### src/rtl/memif_apb.sv
// Bridges a single-cycle memory request port onto an APB master (SETUP/ACCESS),
// returning a one-cycle completion pulse with registered read data and error flag.
module memif_apb #(
  parameter int ADDR_WIDTH     = 32,
  parameter int DATA_WIDTH     = 32,
  parameter int TIMEOUT_CYCLES = 16
) (
  input  logic                    clk_i,
  input  logic                    arst_ni,
  input  logic                    mreq_i,
  input  logic [ADDR_WIDTH-1:0]   maddr_i,
  input  logic                    mwe_i,
  input  logic [DATA_WIDTH-1:0]   mwdata_i,
  input  logic [DATA_WIDTH/8-1:0] mstrb_i,
  output logic                    mack_o,
  output logic [DATA_WIDTH-1:0]   mrdata_o,
  output logic                    mresp_o,
  output logic                    busy_o,
  output logic                    psel_o,
  output logic                    penable_o,
  output logic                    pwrite_o,
  output logic [ADDR_WIDTH-1:0]   paddr_o,
  output logic [DATA_WIDTH-1:0]   pwdata_o,
  output logic [DATA_WIDTH/8-1:0] pstrb_o,
  input  logic                    pready_i,
  input  logic                    pslverr_i,
  input  logic [DATA_WIDTH-1:0]   prdata_i,
  output logic [1:0]              state_o
);

  localparam int STRB_W = DATA_WIDTH / 8;
  localparam int CNT_W  = (TIMEOUT_CYCLES > 0) ? $clog2(TIMEOUT_CYCLES + 1) : 1;

  localparam logic [1:0] ST_IDLE   = 2'd0;
  localparam logic [1:0] ST_SETUP  = 2'd1;
  localparam logic [1:0] ST_ACCESS = 2'd2;

  logic [1:0]       state_q;
  logic [CNT_W-1:0] cnt_q;
  logic             timeout_hit;

  // The counter only ever reaches TIMEOUT_CYCLES-1 before the FSM leaves ACCESS.
  always_comb begin
    timeout_hit = 1'b0;
    if (TIMEOUT_CYCLES > 0) begin
      timeout_hit = (cnt_q == CNT_W'(TIMEOUT_CYCLES - 1));
    end
  end

  always_ff @(posedge clk_i or negedge arst_ni) begin
    if (!arst_ni) begin
      state_q  <= ST_IDLE;
      cnt_q    <= '0;
      pwrite_o <= 1'b0;
      paddr_o  <= '0;
      pwdata_o <= '0;
      pstrb_o  <= '0;
      mack_o   <= 1'b0;
      mrdata_o <= '0;
      mresp_o  <= 1'b0;
    end else begin
      mack_o <= 1'b0;
      case (state_q)
        ST_IDLE: begin
          if (mreq_i) begin
            paddr_o  <= maddr_i;
            pwrite_o <= mwe_i;
            pwdata_o <= mwdata_i;
            pstrb_o  <= mwe_i ? mstrb_i : {STRB_W{1'b0}};
            state_q  <= ST_SETUP;
          end
        end
        ST_SETUP: begin
          cnt_q   <= '0;
          state_q <= ST_ACCESS;
        end
        ST_ACCESS: begin
          if (pready_i) begin
            mack_o   <= 1'b1;
            mresp_o  <= pslverr_i;
            mrdata_o <= pwrite_o ? {DATA_WIDTH{1'b0}} : prdata_i;
            state_q  <= ST_IDLE;
          end else if (timeout_hit) begin
            mack_o   <= 1'b1;
            mresp_o  <= 1'b1;
            mrdata_o <= '0;
            state_q  <= ST_IDLE;
          end else if (TIMEOUT_CYCLES > 0) begin
            cnt_q <= cnt_q + 1'b1;
          end
        end
        default: state_q <= ST_IDLE;
      endcase
    end
  end

  assign psel_o    = (state_q == ST_SETUP) || (state_q == ST_ACCESS);
  assign penable_o = (state_q == ST_ACCESS);
  assign busy_o    = psel_o;
  assign state_o   = state_q;

endmodule

### config.mk
export PLATFORM = sky130hd
export DESIGN_NAME = memif_apb
export DESIGN_NICKNAME = d
export VERILOG_FILES = /design/src/rtl/memif_apb.sv
export SDC_FILE = /design/constraint.sdc
export NUM_CORES = 1
export LEC_CHECK = 0
export ABC_AREA = 1
export CORE_ASPECT_RATIO = 2
export CORE_MARGIN = 1
export CORE_UTILIZATION = 41
export CTS_CLUSTER_SIZE = 14
export DETAILED_ROUTE_END_ITERATION = 10
export PLACE_DENSITY_LB_ADDON = 0.15
export SETUP_SLACK_MARGIN = 0.05
export SLEW_MARGIN = 30
export SYNTH_ARGS = -nofsm -noshare
export SYNTH_HDL_FRONTEND = slang
export SYNTH_SLANG_ARGS = --single-unit
### constraint.sdc
create_clock -name clk_i -period 2.05 [get_ports clk_i]
set_clock_uncertainty 0.15 [all_clocks]
set_input_delay 0.41 -clock clk_i [delete_from_list [all_inputs] [get_ports clk_i]]
set_output_delay 0.41 -clock clk_i [all_outputs]
set_load 0.01 [all_outputs]
# Word-level counts from Yosys, hierarchy flattened
# Index checks and enable logic that the tools add are counted.
[classes]
n_addsub = 1
n_eq_ne = 7
muxes = 16
n_reduce_logical = 8
[op_table]
columns = ["op", "count"]
rows = [
  ["two-way mux 32 bit", 3],
  ["two-way mux 5 bit", 2],
  ["one-hot mux 5 bit (2 select lines)", 1],
  ["two-way mux 2 bit", 3],
  ["inequality test 2 bit (second input constant)", 3],
  ["one-hot mux 2 bit (3 select lines)", 1],
  ["AND reduction 2 bit", 3],
  ["adder 5 x 1 -> 5 bit (second input constant)", 1],
  ["equality test 5 x 4 -> 1 bit (second input constant)", 1],
  ["two-way mux 1 bit", 5],
  ["two-way mux 4 bit", 1],
  ["nonzero test 2 bit", 2],
  ["inequality test 3 x 1 -> 1 bit (second input constant)", 1],
  ["AND reduction 3 bit", 1],
  ["equality test 2 x 1 -> 1 bit (second input constant)", 1],
  ["equality test 2 bit (second input constant)", 1],
  ["logical NOT 2 bit", 1],
  ["logical OR 1 bit", 1],
]
[totals]
register_bits = 110
output_inout_bits = 108
elab_cells = 41

# Depth between registers and ports, before layout
[logic_depth]
word_depth = 4
ltp_mapped = 10
depth_no_buf = 10

# Least setup slack after synthesis
# OpenSTA, ideal clock, no wires.
[synth_path]
path_type = "register to register"
startpoint = "register state_q[0] (netlist: state_o[0])"
endpoint = "register mrdata_o[10]"
setup_ns = 0.117
arrival_time_ns = 1.353
t_required_ns = 1.783
path_slack_ns = 0.430
stages_incl_launch_ff = 9
n_path_buf = 1
synth_period_minus_slack_ns = 1.620
path_cell_list = "dfrtp_1 -> inv_1 -> ha_1 -> nand2_2 -> nand2_2 -> inv_2 -> buf_6 -> nand2_1 -> nand2_1"
[synth_between]
elab_chain_cells = 2
[synth_rtl]
columns = ["item", "line_no", "rtl"]
rows = [
  ["from (decl)", "38", "logic [1:0] state_q;"],
  ["from (signal assigned)", "52", "state_q <= ST_IDLE;"],
  ["from (signal assigned)", "70", "state_q <= ST_SETUP;"],
  ["from (signal assigned)", "75", "state_q <= ST_ACCESS;"],
  ["equality test 2 bit", "-", ""],
  ["named net penable_o", "20", "output logic penable_o,"],
  ["AND reduction 2 bit (no line)", "-", ""],
  ["to (signal assigned)", "81", "mrdata_o <= pwrite_o ? {DATA_WIDTH{1'b0}} : prdata_i;"],
  ["to (decl)", "16", "output logic [DATA_WIDTH-1:0] mrdata_o,"],
]
# The timed path passes the listed nets, and every way through them passes these cells.
# A chain may end at the register's enable or synchronous reset.

# Worst setup path after layout
[layout_path]
startpoint = "register state_q[1] (netlist: state_o[1])"
endpoint = "output psel_o"
[layout_between]
elab_chain_cells = 2
[layout_rtl]
columns = ["item", "line_no", "rtl"]
rows = [
  ["equality test 2 x 1 -> 1 bit / equality test 2 bit (equally long branches)", "97", "assign psel_o = (state_q == ST_SETUP) || (state_q == ST_ACCESS);"],
  ["logical OR 1 bit (*)", "97", ""],
  ["to (decl)", "19", "output logic psel_o,"],
]
# Every way passes the cells marked *; elsewhere a longest branch is shown, timed or not.

==> metrics.txt <==
WP data arrival=1.41 ns; die width=75.09 µm; post-synthesis register bit count=110; CTS Buffer Depth=2; TNS Setup=0 ns; Tightest Hold Check Type=reg -> reg; CP peak stage delay=0.37 ns; Post-route DRC=0; CP max FO=3; fin util=66.35%; initial antenna violation count=0; outcome=completed; most frequent cell after synthesis=nand2_1; FILL cells=901; beginning of the worst hold path=mrdata_o[22]$_DFFE_PN0P_; Worst path slowest cell=dfrtp_1; max-slew violation count=0; routability cong.=0.7936; CTS tree=done; R2R cell count=10; Worst Path Buf+Inv=2; Achievable Freq=506.7 MHz; io pins=214; remaining antenna violation count=0; full die area=0.01113 mm²; first-pass GRT wire length=18310 µm; CTS Buf Count=9; r2r endpoint=mrdata_o[12]$_DFFE_PN0P_; GRT Overall Usage=21.89%; Non-Filler Instances=842; Skew-Pair Late Insertion Delay=0.34 ns; Initial Util=41.81%; share of cells above drive strength 1=5.106%; Lkg Pwr=3.430 nW; CP cell instances=inv_1 > ha_1 > dlygate4sd2_1; number of global-route vias before repair=3796; Seq. cell area=0.002753 mm²; Avg Inst Size Synth=8.976 µm²; startpoint types=flop; Max Cap Viol=0; Relative slew margins=61.76%; largest vdd supply drop=0.8052 mV; Detailed Route WL=12040 µm; ys async rst share=100.0%; Final min period=1.973 ns; Reg-to-Reg Start=cnt_q[0]$_DFFE_PN0P_; power per cell area=1447 mW/mm²; Worst Tran Pin Value=0.5736 ns; Post-synth EDFFs=0; post-DR vias/cell=4.678; PortBufs=213; Core Area=0.01048 mm²; RSZ-0062 raised after global routing=yes; DP Worst Slack=0.1305 ns; cells after synthesis=488; Most used DFF post-synth=dfrtp_1; R2R setup slack=0.21 ns; num rows=53; Hold Violations, Final=0; Top Family by Delay on Critical Path=buffers and inverters; Overall Power=0.01006 W; Clock transition at path regs=0.07 ns; Synth top cells by count=279 x nand2_1, 110 x dfrtp_1, 37 x nand3_1; H-tree depth=3; synthesized area=0.004380 mm²; Unique masters post-synth=18; Setup crit end kind=primary output; final net count=812; Die Span Y=148.2 µm; Final WS setup=0.07653 ns; Seq/Total Area, Yosys=62.84%; DR iter-0 viols=171; cell taking the most area after synthesis=dfrtp_1; clk root buf=clkbuf_16; WHS Path Cells=2; largest net degree at the start of global routing=67; warnings from Yosys=0; period utilization=96.27%; Worst Hold End=mrdata_o[22]$_DFFE_PN0P_; routed vias=3939; DRT Pass-1 Iters=4; antenna cells=0; CTS sink count=110; Final HPWL DP=8715 µm; Worst EP required=1.49 ns; grt total ovfl=0; synthesis-to-layout area growth=58.70%; placed cell count=824; top post-synthesis cells by area=dfrtp_1 63%, nand2_1 24%, nand3_1 4.2%; Synth top area share=62.84%; area of the multi-input gates=0.001418 mm²; routed len/inst=14.30 µm; Post-Syn Nets=600; kind of critical path=reg -> out; # setup viols final=0
## cell families (layout without fill, tap and decap cells)
group	after synthesis	in the layout	share of synthesized area (%)
AO/OA/AOI/OAI	12	12	1.485
adder cells (fa/ha/maj)	6	6	1.714
buffers and inverters	36	253	4.856
flip-flops	110	110	62.84
AND/OR/NAND/NOR	324	324	29.11
## power by group
| group | switching (W) | internal, W | leakage (nW) | total (W) |
|---|---|---|---|---|
| logic | 0.00223 | 0.00246 | 1.89 | 0.00469 |
| registers | 0.000526 | 0.00315 | 1.39 | 0.00367 |
| clock network | 0.000798 | 0.000903 | 0.146 | 0.00170 |
## worst register-to-register path: cells and delay by family (launching register included)
kind          cells  cell delay [ns]
simple gates      6             0.49
flops             1             0.42
buf+inv           2             0.32
fa+ha+maj         2             0.41
## flip-flops by register name, summed over array words and instances, names as in the netlist, 2 cells and up
signal    flops
state_o       2
pstrb_o       4
mrdata_o     32
paddr_o      32
cnt_q         5
pwdata_o     32
## per-layer routing
layer	vias to the layer above	wire [µm]	GRT usage [%]
met5	-	0	0
li1	1923	-	-
met2	168	6123	36.26
met4	0	515	12.45
met1	1817	4519	25.07
met3	31	879	5.217
## through the flow
step           cell area (µm²)  hold slack (ns)
2_1_floorplan             4380         -0.03559
3_3_place_gp              6641           0.2912
3_5_place_dp              6641           0.2843
4_1_cts                   6948           0.3263
5_1_grt                   6952           0.3478
6_report                  6952           0.3232
## how the worst max path moves through the flow
stage                           startpoint                  endpoint  slack, ns  cells after the start
CTS                 state_o[0]$_DFFE_PN0P_                    psel_o       0.08                      3
global route        state_o[1]$_DFFE_PN0P_                    busy_o       0.02                      3
detailed placement                pready_i   mrdata_o[6]$_DFFE_PN0P_       0.13                      5
finish              state_o[1]$_DFFE_PN0P_                    psel_o       0.08                      3
global placement    state_o[1]$_DFFE_PN0P_                    psel_o       0.16                      3
floorplan           state_o[0]$_DFFE_PN0P_  mrdata_o[10]$_DFFE_PN0P_       0.43                      8
## cell type report
cell class                      instances  area share (%)
Sequential cell                       110           39.60
Timing Repair Buffer                  225           32.69
Multi-Input combinational cell        342           20.39
Clock buffer                           11           3.636
Tap cell                              137           2.466
Inverter                               12          0.6479
Clock inverter                          5          0.5760
## placed cells by master (no fill, tap or decap)
cell type        netlist  layout
or2_2                  1       1
inv_6                  0       2
ha_1                   6       6
o21ai_0                8       8
clkinv_2               0       1
dlygate4sd3_1          0       1
buf_6                  7       1
o22a_1                 1       1
clkbuf_8               0       2
nor2_1                 3       3
o22ai_1                1       1
clkinv_4               0       2
buf_4                  5       7
nand2_1              279     278
inv_1                  9       9
inv_2                  3       3
dfrtp_1              110     110
nand4_1                1       1
o21ai_1                2       2
buf_12                 0       4
clkdlybuf4s50_1        0     209
nand3_1               37      37
dlygate4sd2_1          0       3
nand2_2                3       4
clkbuf_16              0       9
## what timing repair did
action | in CTS | in global routing
setup endpoints to repair | 3 | 34
hold endpoints to repair | 65 | 0
cloned | 0 | 0
hold buffers | 1 | 0
resized for setup | 3 | 1
setup buffers | 1 | 0
(Power assumes the default switching activity.)
